**config.mk**
```make
export PLATFORM = sky130hd
export DESIGN_NAME = ysyx_25030093_wbu
export DESIGN_NICKNAME = d
export VERILOG_FILES = /design/src/rtl/ysyx_25030093_wbu.sv
export SDC_FILE = /design/constraint.sdc
export NUM_CORES = 1
export LEC_CHECK = 0
export CAP_MARGIN = 0
export CORE_ASPECT_RATIO = 0.8
export CORE_UTILIZATION = 25
export DETAILED_ROUTE_END_ITERATION = 8
export GPL_TIMING_DRIVEN = 0
export PLACE_DENSITY = 0.6
export SLEW_MARGIN = 5
export SYNTH_ARGS = -nofsm -noshare
export SYNTH_HDL_FRONTEND = slang
export SYNTH_SLANG_ARGS = --single-unit
```
**constraint.sdc**
```tcl
create_clock -name clk -period 15.51 [get_ports clk]
set_clock_uncertainty 0.2 [all_clocks]
set_input_delay 2.3265 -clock clk [delete_from_list [all_inputs] [get_ports clk]]
set_output_delay 2.3265 -clock clk [all_outputs]
set_load 0.005 [all_outputs]
```
**src/rtl/ysyx_25030093_wbu.sv**
```systemverilog
// ysyx_25030093_wbu: writeback stage with one-entry hold buffer, register/CSR commit and next-PC select.
// Define YSYX_25030093_WBU_INSTRET_EN to enable the 64-bit retired-instruction counter on instret.
module ysyx_25030093_wbu #(
    parameter int DATA_WIDTH = 32,
    parameter int ADDR_WIDTH = 5,
    parameter logic [DATA_WIDTH-1:0] RESET_PC = 32'h8000_0000
) (
    input  logic                  clk,
    input  logic                  rst,
    input  logic                  in_valid,
    output logic                  in_ready,
    input  logic [DATA_WIDTH-1:0] in_pc,
    input  logic [ADDR_WIDTH-1:0] in_rd,
    input  logic                  in_rd_wen,
    input  logic [1:0]            in_wb_sel,
    input  logic [DATA_WIDTH-1:0] in_alu,
    input  logic [DATA_WIDTH-1:0] in_mem,
    input  logic [DATA_WIDTH-1:0] in_csr,
    input  logic                  in_csr_wen,
    input  logic                  in_ecall,
    input  logic                  in_mret,
    input  logic                  in_br_taken,
    input  logic [DATA_WIDTH-1:0] in_csr_wdata,
    input  logic [DATA_WIDTH-1:0] in_br_target,
    input  logic [DATA_WIDTH-1:0] csr_mtvec,
    input  logic [DATA_WIDTH-1:0] csr_mepc,
    output logic                  rf_wen,
    output logic [ADDR_WIDTH-1:0] rf_waddr,
    output logic [DATA_WIDTH-1:0] rf_wdata,
    output logic                  csr_wen,
    output logic [DATA_WIDTH-1:0] csr_wdata,
    output logic                  ecall_o,
    output logic [DATA_WIDTH-1:0] ecall_pc,
    output logic                  out_valid,
    input  logic                  out_ready,
    output logic [DATA_WIDTH-1:0] next_pc,
    output logic [63:0]           instret
);
    typedef enum logic {IDLE, HOLD} state_t;
    state_t state, state_n;
    logic [DATA_WIDTH-1:0] pc_r, alu_r, mem_r, csr_r, csr_wdata_r, br_target_r;
    logic [ADDR_WIDTH-1:0] rd_r;
    logic [1:0] wb_sel_r;
    logic rd_wen_r, csr_wen_r, ecall_r, mret_r, br_taken_r;
    logic fire_in, commit;
    logic [DATA_WIDTH-1:0] pc4, wb_data, npc;
    // Reset low also blocks both handshakes so a held result can never commit during reset.
    assign in_ready  = rst & ((state == IDLE) | out_ready);
    assign out_valid = rst & (state == HOLD);
    assign fire_in   = in_valid & in_ready;
    assign commit    = out_valid & out_ready;
    always_comb begin
        state_n = state;
        if (fire_in)
            state_n = HOLD;
        else if (commit)
            state_n = IDLE;
    end
    always_ff @(posedge clk) begin
        if (!rst)
            state <= IDLE;
        else
            state <= state_n;
    end
    always_ff @(posedge clk) begin
        if (fire_in) begin
            pc_r        <= in_pc;
            rd_r        <= in_rd;
            rd_wen_r    <= in_rd_wen;
            wb_sel_r    <= in_wb_sel;
            alu_r       <= in_alu;
            mem_r       <= in_mem;
            csr_r       <= in_csr;
            csr_wen_r   <= in_csr_wen;
            ecall_r     <= in_ecall;
            mret_r      <= in_mret;
            br_taken_r  <= in_br_taken;
            csr_wdata_r <= in_csr_wdata;
            br_target_r <= in_br_target;
        end
    end
    always_comb begin
        pc4     = pc_r + DATA_WIDTH'(4);
        wb_data = wb_sel_r == 2'd0 ? alu_r :
                  wb_sel_r == 2'd1 ? mem_r :
                  wb_sel_r == 2'd2 ? pc4 : csr_r;
        npc     = ecall_r ? csr_mtvec :
                  mret_r ? csr_mepc :
                  br_taken_r ? br_target_r : pc4;
    end
    assign rf_wen    = commit & rd_wen_r & (rd_r != '0);
    assign rf_waddr  = rf_wen ? rd_r : '0;
    assign rf_wdata  = rf_wen ? wb_data : '0;
    assign csr_wen   = commit & csr_wen_r;
    assign csr_wdata = csr_wen ? csr_wdata_r : '0;
    assign ecall_o   = commit & ecall_r;
    assign ecall_pc  = ecall_o ? pc_r : '0;
    always_ff @(posedge clk) begin
        if (!rst)
            next_pc <= RESET_PC;
        else if (commit)
            next_pc <= npc;
    end
`ifdef YSYX_25030093_WBU_INSTRET_EN
    always_ff @(posedge clk) begin
        if (!rst)
            instret <= '0;
        else if (commit)
            instret <= instret + 64'd1;
    end
`else
    assign instret = '0;
`endif
endmodule
```
==> results.yml, run 1 <==
outcome:
  outcome: "finished with violations"
  violations: "DRC"
floorplanning:
  dieArea_sq_um: 43950
  core_area_sq_um: 42170
  die_h_um: 187.7
  die_w_um: 234.1
  rows: 67
  initial_utilization_pct: 25.56
  pin_count: 474
worst_setup_path:
  worst-path-buf-inv: 3
  critical_path_class: "input pin to output port"
  crit_chain: "clkdlybuf4s50_1, and2_1, nand2_1, nor2_1, clkbuf_1, and2_1, clkdlybuf4s50_1"
  path_max_fanout: 10
  critPathCaptureType: "output port"
  worst_ep_required_time_ns: 12.98
  slowest_stage: "nor2_1"
  cpLargestDelayFamily: "buffers and inverters"
  slowest_delay_ns: 0.78
  arrival_ns: 5.62
  r2r_setup_slack_ns: 12.48
  startpoint_type: "input pin"
timing:
  post-route-min-period_ns: 8.144
  min_period_over_period_pct: 52.51
  hold_violations: 0
  final-max-slew-violation-count: 0
  relSlewSlack_pct: 36.04
  fmax_mhz: 122.8
  tightest_slew_ns: 0.9558
  finalSetupViolations: 0
  worst_slack_ns: 7.366
  setup_tns_ns: 0
  rsz0062_at_grt: "no"
  whs_ns: 0.2556
placement:
  dp.cells: 1870
  hpwl_um: 34720
  place_ws_ns: 7.352
  gp_congestion: 0.8723
  portBuffers: 408
detailed_routing:
  routedWlPerCell_um: 22.83
  vias_per_cell: 4.592
  route.vias.total: 8807
  drt_wl_total_um: 43800
  first_pass_iters: 9
  postRouteAntennaNets: 0
  route.detailed.drc: 62
  drt_iter0_markers: 626
finish:
  register_area_sq_um: 6787
  final_cells: 1918
  area_growth_pct: 54.48
  num-fill-cells: 4121
  nets: 1620
  drive_gt1_share_pct: 10.33
  multi_input_area_sq_um: 3507
job:
  maxCapViolCount: 0
power:
  power_mw: 1.508
  p_int_mw: 1.149
  clkPwrFrac_pct: 38.9
  pwr-share-seq_pct: 49.0
  pwr_density_cell_nw_per_um2: 90.57
  swShare_pct: 23.78
  vdd_ir_drop_max_uv: 80.56
  power_frac_comb_pct: 12.1
  p_switching_mw: 0.3586
  leakagePower_nw: 5.802
cts:
  cts_root_buf: "clkbuf_16"
  post_cts_buffers: 0
  cts_hold_buf: 0
  clockBufferDepth: 3
  cts_tree: "built"
  cts_buffers: 27
  cts_max_level: 1
  clk_latency_ns: 0.58
  cts_sinks: 237
  clk_pin_slew_ns: 0.06
  cts_resized: 0
logic_synthesis:
  synth_cells: 844
  synthFlopType: "edfxtp_1"
  netlist_area_sq_um: 10780
  async_reset_ff_share_pct: 0
  synth_edf_count: 204
  yosysTopAreaCellShare_pct: 56.84
  synth_area_leaders: "edfxtp_1 (57%), dfxtp_1 (6.1%), buf_4 (4.6%), and2_1 (4.4%), mux2_2 (1.9%)"
  synth.top_cells.by_count: "edfxtp_1 (204), and2_1 (76), buf_4 (66)"
  yosysWarnings: 0
  post-synth-top-area-cell: "edfxtp_1"
  synth_area_per_cell_sq_um: 12.77
  synth_most_common_cell: "edfxtp_1"
  ys_seq_area_share_pct: 62.97
  synthDistinctLibCells: 61
  synth-seq-cells: 237
global_route:
  grtUsageTotal_pct: 19.28
  grt_pass1_wl_um: 60540
  grt_max_degree: 63
  grt-ovfl-total: 0
  grt_pass1_vias: 8839
  antenna_found_initial: 4
hold_path:
  hp-class: "flop to flop"
-- metrics by stage --
stage          cell area [sq um]  utilization [%]
4_1_cts                    16640            39.47
6_report                   16650            39.48
3_5_place_dp               15870            37.63
5_1_grt                    16640            39.47
3_3_place_gp               15790            37.44
2_1_floorplan              11010                -
-- metal layers --
metal  vias up  track usage [%]  share of wire, %  routed length [um]
li1       4120                -                 -                   -
met5         -                0             0.094                  41
met1      4229            25.26                43               18700
met4         6            3.596               1.9                 832
met3        49            4.745               8.0                3523
met2       403            32.19                47               20700
-- logic make-up (layout without fill, tap and decap cells) --
logic type                 after synthesis  after routing  share of synthesized area (%)
and+or+nand+nor                        248            248                          12.76
DFF                                    237            237                          62.97
AOI/OAI and AO/OA                      176            176                          11.37
buffers and inverters                  125            583                          6.722
muxes                                   39             39                          4.644
xor gates and xnor gates                17             17                          1.382
adders and majority gates                1              1                         0.1161
other                                    1             65                        0.03480
-- worst min-delay path: stages, from the launching register on --
cell     delay [ns]
dfxtp_1        0.30
nand2_1        0.05
a21oi_1        0.05
-- registers in the layout (all words and copies together), names as in the netlist --
name         cells
mem_r           32
next_pc         32
pc_r            32
ecall_r          1
br_taken_r       1
rd_wen_r         1
alu_r           32
state            1
wb_sel_r         2
csr_wen_r        1
br_target_r     32
csr_wdata_r     32
csr_r           32
rd_r             5
mret_r           1
-- power groups by stage --
stage | clock network, mW | registers [mW] | logic (mW)
after floorplan | 0 | 0.752 | 0.0655
after global placement | 0 | 0.760 | 0.178
after detailed placement | 0 | 0.753 | 0.182
after CTS | 0.604 | 0.740 | 0.183
after global routing | 0.628 | 0.742 | 0.196
final | 0.586 | 0.739 | 0.182
-- cell type report --
type	instances	area share (%)
Antenna cell	1	0.01503
Multi-Input combinational cell	545	21.07
Inverter	11	0.2480
Sequential cell	237	40.77
Tap cell	552	4.149
Clock inverter	15	0.4961
Buffer	114	4.104
Clock buffer	32	4.171
Timing Repair Buffer	411	24.98
-- path summary, 6_finish.rpt --
kind / from / end / depth (start not counted)
max reg2reg: pc_r[2] / next_pc[18] / 6
min reg2reg: next_pc[4] / next_pc[4] / 2
max: out_ready / ecall_pc[29] / 7
min: next_pc[4] / next_pc[4] / 2
-- placed cells by master, fill, tap and decap left out, drive strengths merged, types with 3 or more instances in the layout --
cell	synthesis	final
or3	12	12
a311oi	3	3
a221oi	10	10
a221o	9	9
nor4	8	8
xnor2	11	11
o21ai	33	33
xor2	6	6
edfxtp	204	204
nor2	26	26
nand2b	5	5
dfxtp	33	33
o221ai	13	13
clkbuf	40	72
o211ai	15	15
o31a	7	7
clkinv	1	14
conb	1	64
nor3	30	30
a21oi	29	29
nand4	10	10
mux2	18	18
and4	6	6
buf	74	77
and3	11	11
nand3	15	15
nand2	34	34
mux4	7	7
nor2b	7	7
clkdlybuf4s50	0	408
inv	10	11
and2	77	77
a31oi	11	11
mux2i	14	14
o22ai	19	19
a211oi	10	10
No activity file was read; power rests on OpenSTA's default activity.
==> inputs of run 2 (changes only) <==
- clock period: 15.51 -> 7.95 ns (I/O delays scaled with it)
==> results of run 2 <==
The final DEF is identical to that of run 1. Status: finished with violations: DRC.
Main changes from that run: setup slack after placement 7.352 ns -> 2.060 ns; setup slack after layout 7.366 ns -> 2.074 ns; register-to-register setup slack 12.48 ns -> 4.92 ns; total power 1.508 mW -> 2.941 mW; worst IR drop on VDD 80.56 uV -> 157.2 uV
==> RTL edit 1, RTL diff (flow settings as in run 1) <==
Build with the macro `YSYX_25030093_WBU_INSTRET_EN` defined.
--- a/src/rtl/ysyx_25030093_wbu.sv
+++ b/src/rtl/ysyx_25030093_wbu.sv
@@ -1,4 +1,6 @@
 // ysyx_25030093_wbu: writeback stage with one-entry hold buffer, register/CSR commit and next-PC select.
 // Define YSYX_25030093_WBU_INSTRET_EN to enable the 64-bit retired-instruction counter on instret.
+`define YSYX_25030093_WBU_INSTRET_EN
+
 module ysyx_25030093_wbu #(
     parameter int DATA_WIDTH = 32,
Behaviour: not the same (a bounded check fails within 4 cycles, from zero or initial values and one cycle with rst low).
==> RTL edit 1 against run 1 <==
  * Sequential cell count rose by 64
  * Power rose by 28%
  * Core utilization fell by 0.70 points
  * Area after synthesis rose by 22%
  * Final area rose by 20%
  * Synthesized cell count rose by 29%
  * Routed wire length rose by 29%
  * Count of clock-buffer cells in the layout rose by 16
  * Global-route usage rose by 1.4 points
  * Sequential share of layout area fell by 0.36 points
  * Setup slack got worse by 0.30 ns
  * Highest routed layer unchanged
==> RTL edit 1: results (changes against run 1) <==
[metrics] run status: complete, no violations
[metrics] adder and majority gate portion of the synthesized area: 0.1904% (+0.074 points)
[metrics] wire length per cell after detailed routing: 24.41 um (+6.9%)
[metrics] total number of vias: 11130 (+26%)
[metrics] endpoint arrival time on the critical path: 5.92 ns (+0.30 ns)
[metrics] clock group power: 853 uW (+46%)
[metrics] clock network latency to the later pin of the worst-skew pair: 0.56 ns (-0.02 ns)
[metrics] crit path to: ecall_pc[6]
[metrics] compound-gate portion of the synthesized area: 8.282% (-3.1 points)
[metrics] count of distinct cell types in the synthesized netlist: 57 (-6.6%)
[metrics] net switching share of the total power: 23.21% (-0.57 points)
[metrics] Max-Slew Margin vs Limit: 14.79% (-21 points)
[metrics] maximum number of pins on one net before global-route repair: 69 (+9.5%)
[metrics] TritonCTS buffer count: 36 (+33%)
[metrics] Flop pwr share: 46.8% (-2.2 points)
[metrics] worst hold slack: 0.2750 ns (+0.01933 ns)
[metrics] synth cell count leaders: 204 x edfxtp_1, 97 x dfxtp_1, 87 x and3_1, 69 x and2_1, 59 x clkbuf_1
[metrics] CTS HTree Levels: 2 (+1)
[metrics] PortBufs: 472 (+16%)
[metrics] first-pass iteration count of the detailed router: 5 (-4)
[metrics] share of cells above drive strength 1: 6.143% (-4.2 points)
[metrics] synthesized-area fraction occupied by xor and xnor cells: 5.664% (+4.3 points)
[metrics] starting DRC count in detailed routing: 860 (+37%)
[metrics] GP Congestion: 0.8834 (+1.3%)
[metrics] cells after synthesis: 1091 (+29%)
[metrics] worst reg2reg path endpoint: next_pc[27]$_SDFFE_PN0P_
[metrics] nets: 1878 (+16%)
[metrics] number of placed cells counting well taps: 2250 (+20%)
[metrics] Worst IR Drop VDD: 0.00007429 V (-7.8%)
[metrics] Min-Delay Path Depth: 1 (-1)
[metrics] aggregate routed wire length: 56.47 mm (+29%)
## RTL edit 1: changes by cell type after synthesis, moves of 15 or more
cell | before | now
xor2_1 | 6 | 42
buf_4 | 66 | 0
nand3_1 | 14 | 58
xnor2_1 | 11 | 43
and3_1 | 11 | 87
nand2_1 | 34 | 51
clkbuf_1 | 40 | 59
inv_1 | 8 | 23
nor2_1 | 26 | 46
dfxtp_1 | 33 | 97
## RTL edit 1: cell type report
class / count / area [sq um]
clock buffers: 48 / 1018
flip-flops and latches: 301 / 8068
repair buffers: 475 / 4807
plain buffers: 68 / 264.0
clock inverters: 14 / 131.4
well taps: 684 / 855.8
inverters: 24 / 90.09
multi-input cells: 698 / 4727
fillers: 4982 / 31520
diodes: 1 / 2.502
## RTL edit 1: routing by layer
layer  routed length, um  track usage, %  share of wire (%)
met1               24820           27.95                 44
met2               25240           32.37                 45
met3                4919           5.653                8.7
met4                1393           5.856                2.5
met5                  92               0               0.16
==> RTL edit 2, RTL diff (config.mk and constraints of run 1) <==
Without the edit above. Add an input register stage for `in_br_target`, cleared by the reset; this delays it by one clock. The other inputs are not delayed to match.
--- a/src/rtl/ysyx_25030093_wbu.sv
+++ b/src/rtl/ysyx_25030093_wbu.sv
@@ -38,4 +38,15 @@
 );
     typedef enum logic {IDLE, HOLD} state_t;
+
+    logic [DATA_WIDTH-1:0] in_br_target_q;
+
+    always_ff @(posedge clk) begin
+        if (!rst) begin
+            in_br_target_q <= '0;
+        end else begin
+            in_br_target_q <= in_br_target;
+        end
+    end
+
     state_t state, state_n;
     logic [DATA_WIDTH-1:0] pc_r, alu_r, mem_r, csr_r, csr_wdata_r, br_target_r;
@@ -77,5 +88,5 @@
             br_taken_r  <= in_br_taken;
             csr_wdata_r <= in_csr_wdata;
-            br_target_r <= in_br_target;
+            br_target_r <= in_br_target_q;
         end
     end
Behaviour: not the same (Yosys sat finds a counterexample within 4 cycles, from zero or initial values and one cycle with rst low).
==> RTL edit 2 against run 1 <==
  * Setup slack improved by 0.39 ns
  * Clock power increased by 27%
  * Area after synthesis is 8.1% higher
  * Routed wire length rose by 12%
  * Final area is 7.3% higher
  * Sequential share of layout area grew 0.80 points
  * Power rose by 17%
  * Core utilization is 0.47 points lower
  * Critical path depth down 1
  * Sequential cell count increased by 32
  * Cell count rose by 6.9%
  * Combinational power is 7% higher
==> RTL edit 2: results (changes against run 1) <==
[metrics] Filler cells: 4418 (+7.2%)
[metrics] synth cell count leaders: 204 x edfxtp_1, 71 x and3_1, 67 x buf_4, 65 x dfxtp_1, 47 x clkbuf_1
[metrics] clock network latency to the later pin of the worst-skew pair: 0.60 ns (+0.02 ns)
[metrics] number of antenna cells inserted: 2 (+1)
[metrics] area of placed instances: 0.01684 sq mm (+6.1%)
[metrics] first-pass iteration count of the detailed router: 6 (-3)
[metrics] routed metal-1 wire length: 19.32 mm (+3.3%)
[metrics] clk sink count: 269 (+14%)
[metrics] Internal Power: 1.355 mW (+18%)
[metrics] cells after synthesis: 906 (+7.3%)
[metrics] leakage power figure: 6.477 nW (+12%)
[metrics] aggregate routed wire length: 49.08 mm (+12%)
[metrics] critical path's slowest cell: clkbuf_1
[metrics] antenna violations before repair: 8 (+4)
[metrics] Hold Crit Endpoint: br_target_r[27]$_DFFE_PP_
[metrics] adder and majority gate portion of the synthesized area: 0.1074% (-0.0087 points)
[metrics] count of distinct cell types in the synthesized netlist: 64 (+4.9%)
[metrics] data-path buffer share of cell area in the final layout: 27.52% (-1.6 points)
[metrics] Worst path max stage delay: 0.61 ns (-0.17 ns)
[metrics] GP Congestion: 0.8886 (+1.9%)
[metrics] share of cells above drive strength 1: 11.69% (+1.4 points)
[metrics] endpoint arrival time on the critical path: 5.22 ns (-0.40 ns)
[metrics] sequential-to-total area share from yosys stat: 63.73% (+0.76 points)
[metrics] portion of netlist area occupied by mux cells: 4.617% (-0.027 points)
[metrics] PortBufs: 409 (+0.25%)
[metrics] wire length of the first global-routing pass: 67.45 mm (+11%)
[metrics] synth top area cells: edfxtp_1 53%, dfxtp_1 11%, buf_4 4.3%
[metrics] compound-gate portion of the synthesized area: 9.631% (-1.7 points)
[metrics] run status: complete, no violations
[metrics] FF+latch area: 0.007427 sq mm (+9.4%)
[metrics] met3 track demand over resource in global routing: 6.831% (+2.1 points)
[metrics] clock group power: 742 uW (+27%)
[metrics] synthesized area divided by synthesized cell count: 12.86 sq um (+0.74%)
[metrics] Layout Utilization: 39.01% (-0.47 points)
[metrics] R2R cell count: 7 (+1)
[metrics] worst reg2reg setup slack: 12.46 ns (-0.02 ns)
[metrics] Max-Slew Margin vs Limit: 28.92% (-7.1 points)
[metrics] Post-Place Worst Slack: 7.685 ns (+0.3331 ns)
[metrics] Final HPWL DP: 38.91 mm (+12%)
[metrics] total length of routed met3 wires: 5.364 mm (+52%)
[metrics] vias in the first global route: 9453 (+6.9%)
[metrics] TritonCTS buffer count: 30 (+11%)
[metrics] number of multi-input logic gates: 561 (+2.9%)
[metrics] maximum number of pins on one net before global-route repair: 68 (+7.9%)
[metrics] synthesized-area fraction occupied by xor and xnor cells: 1.578% (+0.20 points)
[metrics] worst reg2reg path endpoint: next_pc[16]$_SDFFE_PN0P_
[metrics] nonclk buf count: 539 (+2.7%)
[metrics] Flop pwr share: 46.9% (-2.1 points)
[metrics] global routing usage on met2: 32.95% (+0.77 points)
[metrics] starting DRC count in detailed routing: 695 (+11%)
[metrics] DR WL met2: 22.94 mm (+11%)
## RTL edit 2: cell count changes after synthesis, moves of 6 or more
cell,run 1,this run
a21oi_1,29,19
a31oi_1,11,4
and2_1,76,45
and3_1,11,71
buf_1,2,8
clkbuf_1,40,47
dfxtp_1,33,65
nand3_1,14,21
nor3_1,30,24
o211ai_1,15,9
o221ai_1,13,4
o22ai_1,19,26
or3_1,12,3
## RTL edit 2: worst max-delay path by stage
stage	startpoint	endpoint	slack [ns]	depth (start not counted)
floorplan	rst	alu_r[0]$_DFFE_PP_	7.10	3
global placement	rst	alu_r[14]$_DFFE_PP_	3.44	4
detailed placement	rst	ecall_pc[24]	7.69	6
CTS	rst	ecall_pc[24]	7.67	6
global route	rst	ecall_pc[24]	7.54	6
finish	rst	ecall_pc[23]	7.76	6
## RTL edit 2: cell families after synthesis
kind of cell | after synthesis
simple gates | 271
other cells | 1
flops | 269
mux | 40
xor+xnor | 21
buf+inv | 139
fa+ha+maj | 1
compound gates | 164
